**src/rtl/imem_fetch_arbiter.sv**
```systemverilog
// ============================================================================
// imem_fetch_arbiter
// ----------------------------------------------------------------------------
// Purpose:
//   Arbitrates the instruction fetches of two cores onto one shared,
//   combinational-read instruction memory. At most one fetch is accepted per
//   cycle. The winner is picked by a round-robin priority pointer. Each
//   accepted fetch returns a one-cycle response pulse in the next cycle.
//   A small BOOT/RUN/HALT state machine holds off grants after reset and
//   while a debug halt is requested.
//
// Parameters:
//   DEPTH        number of 32-bit words in the shared instruction memory
//   BOOT_CYCLES  cycles after reset release before the first grant
//   NOP_INSTR    word returned for a misaligned or out-of-range fetch
//
// Ports:
//   i_clk              clock; all state updates on the rising edge
//   i_reset            synchronous, active-high reset
//   i_halt             debug halt request; blocks new grants while high
//   i_reqN_valid       core N fetch request (N = 0, 1)
//   i_reqN_addr  [31:0] core N byte address
//   o_reqN_ready       core N request accepted this cycle
//   o_rspN_valid       one-cycle response pulse for core N
//   o_rspN_instr [31:0] fetched instruction for core N
//   o_rspN_err         response flags a misaligned or out-of-range address
//   o_mem_addr   [31:0] byte address driven to the instruction memory
//   i_mem_instr  [31:0] memory word for o_mem_addr, same cycle
//   o_halted           high while the state machine is in HALT
//   o_perf_grant0/1, o_perf_conflict [31:0]  performance counters
//
// Configuration macro:
//   IMEM_ARB_PERF_EN   when defined, the three performance counters are
//                      built and saturate at 32'hFFFFFFFF; when undefined
//                      they read as constant zero.
// ============================================================================
module imem_fetch_arbiter #(
    parameter int unsigned DEPTH       = 32,
    parameter int unsigned BOOT_CYCLES = 4,
    parameter logic [31:0] NOP_INSTR   = 32'h00000013
) (
    input  logic        i_clk,
    input  logic        i_reset,
    input  logic        i_halt,
    input  logic        i_req0_valid,
    input  logic [31:0] i_req0_addr,
    output logic        o_req0_ready,
    input  logic        i_req1_valid,
    input  logic [31:0] i_req1_addr,
    output logic        o_req1_ready,
    output logic        o_rsp0_valid,
    output logic [31:0] o_rsp0_instr,
    output logic        o_rsp0_err,
    output logic        o_rsp1_valid,
    output logic [31:0] o_rsp1_instr,
    output logic        o_rsp1_err,
    output logic [31:0] o_mem_addr,
    input  logic [31:0] i_mem_instr,
    output logic        o_halted,
    output logic [31:0] o_perf_grant0,
    output logic [31:0] o_perf_grant1,
    output logic [31:0] o_perf_conflict
);

    typedef enum logic [1:0] {
        ST_BOOT = 2'd0,
        ST_RUN  = 2'd1,
        ST_HALT = 2'd2
    } state_t;

    localparam int unsigned CNT_W = (BOOT_CYCLES < 2) ? 1 : $clog2(BOOT_CYCLES);
    localparam logic [CNT_W-1:0] BOOT_LAST =
        CNT_W'((BOOT_CYCLES == 0) ? 0 : BOOT_CYCLES - 1);
    localparam logic [31:0] DEPTH_W = 32'(DEPTH);

    state_t           r_state;
    state_t           w_nextState;
    logic [CNT_W-1:0] r_bootCount;
    logic             w_running;
    logic             w_canGrant;
    logic             w_grant0;
    logic             w_grant1;
    logic             w_err0;
    logic             w_err1;
    logic             r_prio;
    logic             r_rspValid0;
    logic             r_rspValid1;
    logic [31:0]      r_rspInstr0;
    logic [31:0]      r_rspInstr1;
    logic             r_rspErr0;
    logic             r_rspErr1;

    // State register and boot counter. The counter only advances in BOOT;
    // it stops at its last value, and the state machine then leaves BOOT.
    always_ff @(posedge i_clk) begin
        if (i_reset) begin
            r_state     <= ST_BOOT;
            r_bootCount <= '0;
        end else begin
            r_state <= w_nextState;
            if (r_state == ST_BOOT && r_bootCount != BOOT_LAST) begin
                r_bootCount <= r_bootCount + CNT_W'(1);
            end
        end
    end

    // Next-state logic. With BOOT_CYCLES of zero, BOOT behaves exactly like
    // RUN so that grants are possible in the very first cycle after reset.
    always_comb begin
        w_nextState = r_state;
        w_running   = 1'b0;
        case (r_state)
            ST_BOOT: begin
                if (BOOT_CYCLES == 0) begin
                    w_running   = 1'b1;
                    w_nextState = i_halt ? ST_HALT : ST_RUN;
                end else if (r_bootCount == BOOT_LAST) begin
                    w_nextState = ST_RUN;
                end
            end
            ST_RUN: begin
                w_running = 1'b1;
                if (i_halt) begin
                    w_nextState = ST_HALT;
                end
            end
            ST_HALT: begin
                if (!i_halt) begin
                    w_nextState = ST_RUN;
                end
            end
            default: begin
                w_nextState = ST_BOOT;
            end
        endcase
    end

    // A halt sampled in RUN already suppresses the grant of that cycle.
    // Reset is folded in so that ready stays low throughout reset.
    assign w_canGrant = w_running && !i_halt && !i_reset;

    // r_prio = 0 favours core 0 on a conflict, 1 favours core 1.
    assign w_grant0 = w_canGrant && i_req0_valid && (!i_req1_valid || !r_prio);
    assign w_grant1 = w_canGrant && i_req1_valid && (!i_req0_valid ||  r_prio);

    assign w_err0 = (i_req0_addr[1:0] != 2'b00) || ({2'b00, i_req0_addr[31:2]} >= DEPTH_W);
    assign w_err1 = (i_req1_addr[1:0] != 2'b00) || ({2'b00, i_req1_addr[31:2]} >= DEPTH_W);

    assign o_mem_addr   = w_grant1 ? i_req1_addr : i_req0_addr;
    assign o_req0_ready = w_grant0;
    assign o_req1_ready = w_grant1;

    // Response capture and priority pointer. Data and error flag are loaded
    // only on a grant, so they hold until the next response to that core.
    always_ff @(posedge i_clk) begin
        if (i_reset) begin
            r_prio      <= 1'b0;
            r_rspValid0 <= 1'b0;
            r_rspValid1 <= 1'b0;
            r_rspInstr0 <= '0;
            r_rspInstr1 <= '0;
            r_rspErr0   <= 1'b0;
            r_rspErr1   <= 1'b0;
        end else begin
            r_rspValid0 <= w_grant0;
            r_rspValid1 <= w_grant1;
            if (w_grant0) begin
                r_rspInstr0 <= w_err0 ? NOP_INSTR : i_mem_instr;
                r_rspErr0   <= w_err0;
                r_prio      <= 1'b1;
            end else if (w_grant1) begin
                r_prio      <= 1'b0;
            end
            if (w_grant1) begin
                r_rspInstr1 <= w_err1 ? NOP_INSTR : i_mem_instr;
                r_rspErr1   <= w_err1;
            end
        end
    end

    // Registered outputs are masked while reset is high, which also cancels
    // a response that was due in the first reset cycle.
    assign o_rsp0_valid = r_rspValid0 && !i_reset;
    assign o_rsp1_valid = r_rspValid1 && !i_reset;
    assign o_rsp0_instr = i_reset ? 32'h0 : r_rspInstr0;
    assign o_rsp1_instr = i_reset ? 32'h0 : r_rspInstr1;
    assign o_rsp0_err   = r_rspErr0 && !i_reset;
    assign o_rsp1_err   = r_rspErr1 && !i_reset;
    assign o_halted     = (r_state == ST_HALT) && !i_reset;

`ifdef IMEM_ARB_PERF_EN
    logic [31:0] r_perfGrant0;
    logic [31:0] r_perfGrant1;
    logic [31:0] r_perfConflict;
    logic        w_conflict;

    assign w_conflict = w_running && i_req0_valid && i_req1_valid && !i_reset;

    // Saturating event counters.
    always_ff @(posedge i_clk) begin
        if (i_reset) begin
            r_perfGrant0   <= '0;
            r_perfGrant1   <= '0;
            r_perfConflict <= '0;
        end else begin
            if (w_grant0 && r_perfGrant0 != 32'hFFFFFFFF) begin
                r_perfGrant0 <= r_perfGrant0 + 32'd1;
            end
            if (w_grant1 && r_perfGrant1 != 32'hFFFFFFFF) begin
                r_perfGrant1 <= r_perfGrant1 + 32'd1;
            end
            if (w_conflict && r_perfConflict != 32'hFFFFFFFF) begin
                r_perfConflict <= r_perfConflict + 32'd1;
            end
        end
    end

    assign o_perf_grant0   = i_reset ? 32'h0 : r_perfGrant0;
    assign o_perf_grant1   = i_reset ? 32'h0 : r_perfGrant1;
    assign o_perf_conflict = i_reset ? 32'h0 : r_perfConflict;
`else
    assign o_perf_grant0   = 32'h0;
    assign o_perf_grant1   = 32'h0;
    assign o_perf_conflict = 32'h0;
`endif

endmodule

```
**config.mk**
```make
export PLATFORM = sky130hd
export DESIGN_NAME = imem_fetch_arbiter
export DESIGN_NICKNAME = d
export VERILOG_FILES = /design/src/rtl/imem_fetch_arbiter.sv
export SDC_FILE = /design/constraint.sdc
export NUM_CORES = 1
export LEC_CHECK = 0
export CAP_MARGIN = 20
export CORE_AREA = 5 5 114 116
export DETAILED_ROUTE_END_ITERATION = 7
export DIE_AREA = 0 0 119 121
export DONT_BUFFER_PORTS = 1
export PLACE_DENSITY = 0.6
export REMOVE_ABC_BUFFERS = 1
export SLEW_MARGIN = 20
export SYNTH_ARGS = -nofsm -noshare
export SYNTH_HDL_FRONTEND = slang
export SYNTH_SLANG_ARGS = --single-unit
```
**constraint.sdc**
```tcl
create_clock -name i_clk -period 2.5 [get_ports i_clk]
set_input_delay 0.5 -clock i_clk [delete_from_list [all_inputs] [get_ports i_clk]]
set_output_delay 0.5 -clock i_clk [all_outputs]
set_load 0.02 [all_outputs]
```
==> flow_metrics.tcl <==
set metrics [dict create \
    setup_repair_after_global_routing_missed_its_margin "no" \
    timing.hold.worst.class "input port to register" \
    critPathArrivalTime_ps 1860 \
    remaining_drc_errors 0 \
    area_of_the_mapped_netlist_sq_mm 0.00439 \
    drt-met1-wl_um 3840 \
    post_synth_inst_count 550 \
    timing.max_cap.violations 0 \
    die_height_um 121 \
    die-width_um 119 \
    cts_max_path_buffers 2 \
    synth_top_cells_by_area "sky130_fd_sc_hd__dfxtp_1 33%, sky130_fd_sc_hd__buf_4 17%, sky130_fd_sc_hd__nor2b_1 12%" \
    grt_max_degree 75 \
    finClkSkew_ps 4.74 \
    syn-mean-instance-area_sq_um 7.98 \
    synth.ff_latch_count 73 \
    first_pass_iteration_count_of_the_detailed_router 4 \
    io_pins 300 \
    highest_routed_metal_layer "met4" \
    grt_pass1_vias 3292 \
    global_route.overflow_total 0 \
    filler_cell_count 1191 \
    ctsHtreeMaxLevel 3 \
    clk_latency_ps 320 \
    postRouteAntennaNets 0 \
    worst-slew-pin-transition_ps 582 \
    comb_power_share_pct 12.4 \
    clockRootBuffer "sky130_fd_sc_hd__clkbuf_16" \
    most_frequent_cells_after_synthesis "127 x sky130_fd_sc_hd__nand2_1, 99 x sky130_fd_sc_hd__buf_4, 81 x sky130_fd_sc_hd__nor2b_1" \
    floorplan.initialDensity_pct 37.1 \
    fp-row-count 40 \
    floorplan.core_area_sq_mm 0.0118 \
    ys_seq_area_share_pct 33.3 \
    io_buffers 0 \
    slew_viol_final 0 \
    required_ps 2000 \
    final_core_util_pct 37.3 \
    antenna-diode-count 0 \
    wire_per_inst_um 16.8 \
    max_clock_freq_mhz 423 \
    place.gp.congestion 0.807 \
    powerDensity_mw_per_mm2 621 \
    power.leakage_nw 1.97 \
    dieArea_sq_mm 0.0144 \
    timing.final.crit_period_ps 2360 \
    synthToLayoutAreaGrowth_pct 0.542 \
    synth_most_common_cell "sky130_fd_sc_hd__nand2_1" \
    ys_async_sr_fraction_pct 0 \
    critPathSlowestCell "sky130_fd_sc_hd__dfxtp_1" \
    internal_power_w 0.00201 \
    net_total_in_the_final_layout 637 \
    setup-violations-final 0 \
    synth_edf_count 0 \
    drt_first_iter_violations 197 \
    routed-wl-met3_um 1370 \
    clockPowerShare_pct 43.3 \
    timing.critical_path.fanout_max 62 \
    outcome "completed" \
    cts_setup_buffers 0 \
    crit_path_start_kind "register" \
    worstPathCellList "nor4b_4 > nand3_2 > buf_6 > nand2_1 > nand2_1" \
    clkSlewWorstSetupHoldPaths_ps 50 \
    criticalPathCategory "register to output pin" \
    ys_types 36 \
    cts_tree "built" \
    finalHoldViolCount 0 \
    critical_path.endpoint_type "output pin" \
    post_route_cells_drive_above_1_share_pct 6.12 \
    switching_share_of_power_pct 26.6 \
    vdd_ir_drop_max_mv 0.284 \
    critical_path.max_stage_delay_ps 390 \
    synth-main-ff-cell "sky130_fd_sc_hd__dfxtp_1" \
    grt_antenna_before_repair 0 \
    synth_largest_type_area_fraction_pct 33.3 \
    grt.total_usage_pct 15.1 \
    switchingPower_w 0.000729 \
    dp.final_hpwl_um 8770 \
    max-slew-margin-rel_pct 61.1 \
    yosys_top_cell_by_area "sky130_fd_sc_hd__dfxtp_1" \
    clock_sinks 73 \
    detailroute.wirelength.met2_um 6080 \
    grt_pass1_wl_um 17400 \
    fin_crit_sh_pct 94.5 \
    finalNonFillerCells 686 \
    detailroute.via_count 3319 \
    crit_path_most_repeated_cell "sky130_fd_sc_hd__nand2_1" \
    cell_total_after_placement 671 \
    worst_hold_slack_ps 266 \
    synth_warnings 0 \
    tritoncts.num_buffers 9 \
    vias_per_cell 4.84 \
    setup-tns-final_ps 0 \
    seq_power_share_pct 44.3 \
    routed_wl_um 11500 \
]
[state kept, by name, summed over array words and instances, names as in the netlist]
register and cells:
r_state 2, r_prio 1, r_rspErr1 1, r_rspErr0 1
r_rspValid0 1, r_rspInstr0 32, r_bootCount 2, r_rspInstr1 32
r_rspValid1 1
[cell type report]
| cell class | count | area (sq um) | share of cell area (%) |
|---|---|---|---|
| repair buffers | 10 | 116 | 2.64 |
| flip-flops and latches | 73 | 1460 | 33.1 |
| clock inverters | 3 | 15.0 | 0.340 |
| well taps | 147 | 184 | 4.17 |
| inverters | 7 | 28.8 | 0.652 |
| multi-input cells | 434 | 2340 | 53.0 |
| clock buffers | 12 | 267 | 6.04 |
[worst max-delay path, delay by kind of cell (launching register included)]
| family | cells | cell delay, ps |
|---|---|---|
| buffers and inverters | 1 | 290 |
| DFF | 1 | 390 |
| and+or+nand+nor | 4 | 840 |
[stage by stage]
step / area (sq um) / power, W / setup WS (ps)
floorplan: 3820 / 0.00153 / -729
global placement: 4120 / 0.00156 / 360
detailed placement: 4120 / 0.00157 / 335
CTS: 4400 / 0.00278 / 34.0
global route: 4410 / 0.00288 / 8.90
finish: 4410 / 0.00274 / 138
[routing by layer]
metal / track usage, % / up-vias
met2: 28.4 / 203
met4: 5.65 / 0
met5: 0 / -
met1: 14.6 / 1516
li1: - / 1584
met3: 6.20 / 16
[path summary, 6_finish.rpt]
path | start | to | slack [ps] | cells after the start
hold reg to reg | r_bootCount[1]$_SDFFE_PP0P_ | r_bootCount[1]$_SDFFE_PP0P_ | 500 | 2
setup reg to reg | r_state[1]$_SDFFE_PP0P_ | r_rspInstr0[24]$_SDFFE_PP0P_ | 570 | 5
hold / removal | i_reset | r_bootCount[1]$_SDFFE_PP0P_ | 270 | 1
setup / recovery | r_state[1]$_SDFFE_PP0P_ | o_mem_addr[1] | 140 | 5
[cell usage in the layout (no fill, tap or decap), types with 2 or more instances in the layout]
| cell | count |
|---|---|
| sky130_fd_sc_hd__buf_4 | 6 |
| sky130_fd_sc_hd__conb_1 | 96 |
| sky130_fd_sc_hd__clkbuf_8 | 3 |
| sky130_fd_sc_hd__nor2_1 | 5 |
| sky130_fd_sc_hd__and2b_1 | 16 |
| sky130_fd_sc_hd__o2bb2ai_1 | 29 |
| sky130_fd_sc_hd__nor2b_1 | 81 |
| sky130_fd_sc_hd__nand2_1 | 127 |
| sky130_fd_sc_hd__a31o_1 | 28 |
| sky130_fd_sc_hd__nand3_1 | 2 |
| sky130_fd_sc_hd__a31oi_1 | 6 |
| sky130_fd_sc_hd__nor4_1 | 12 |
| sky130_fd_sc_hd__and3_1 | 2 |
| sky130_fd_sc_hd__nor3_1 | 3 |
| sky130_fd_sc_hd__dfxtp_1 | 73 |
| sky130_fd_sc_hd__o21ai_0 | 9 |
| sky130_fd_sc_hd__nand4_1 | 2 |
| sky130_fd_sc_hd__buf_12 | 3 |
| sky130_fd_sc_hd__clkinv_2 | 3 |
| sky130_fd_sc_hd__mux2i_1 | 2 |
| sky130_fd_sc_hd__clkbuf_16 | 9 |
| sky130_fd_sc_hd__a31o_2 | 2 |
| sky130_fd_sc_hd__inv_1 | 6 |
[cell families after synthesis]
family | Yosys count | share of synthesized area, %
other cells | 1 | 0.0855
simple gates | 257 | 29.9
buf+inv | 138 | 21.6
compound gates | 76 | 14.0
mux | 2 | 0.456
xor+xnor | 2 | 0.399
flops | 73 | 33.3
fa+ha+maj | 1 | 0.285
[power groups by stage]
stage	logic, W	clock network, W	registers (W)
after floorplan	0.000300	0	0.00123
after global placement	0.000327	0	0.00123
after detailed placement	0.000334	0	0.00124
after CTS	0.000335	0.00123	0.00121
after global routing	0.000370	0.00129	0.00122
final	0.000340	0.00119	0.00121
[repair_timing]
item,in CTS,in global routing
endpoints found under the setup margin,0,32
gates resized for setup,0,2
hold buffers,0,0
No activity file was read; power rests on OpenSTA's default activity.
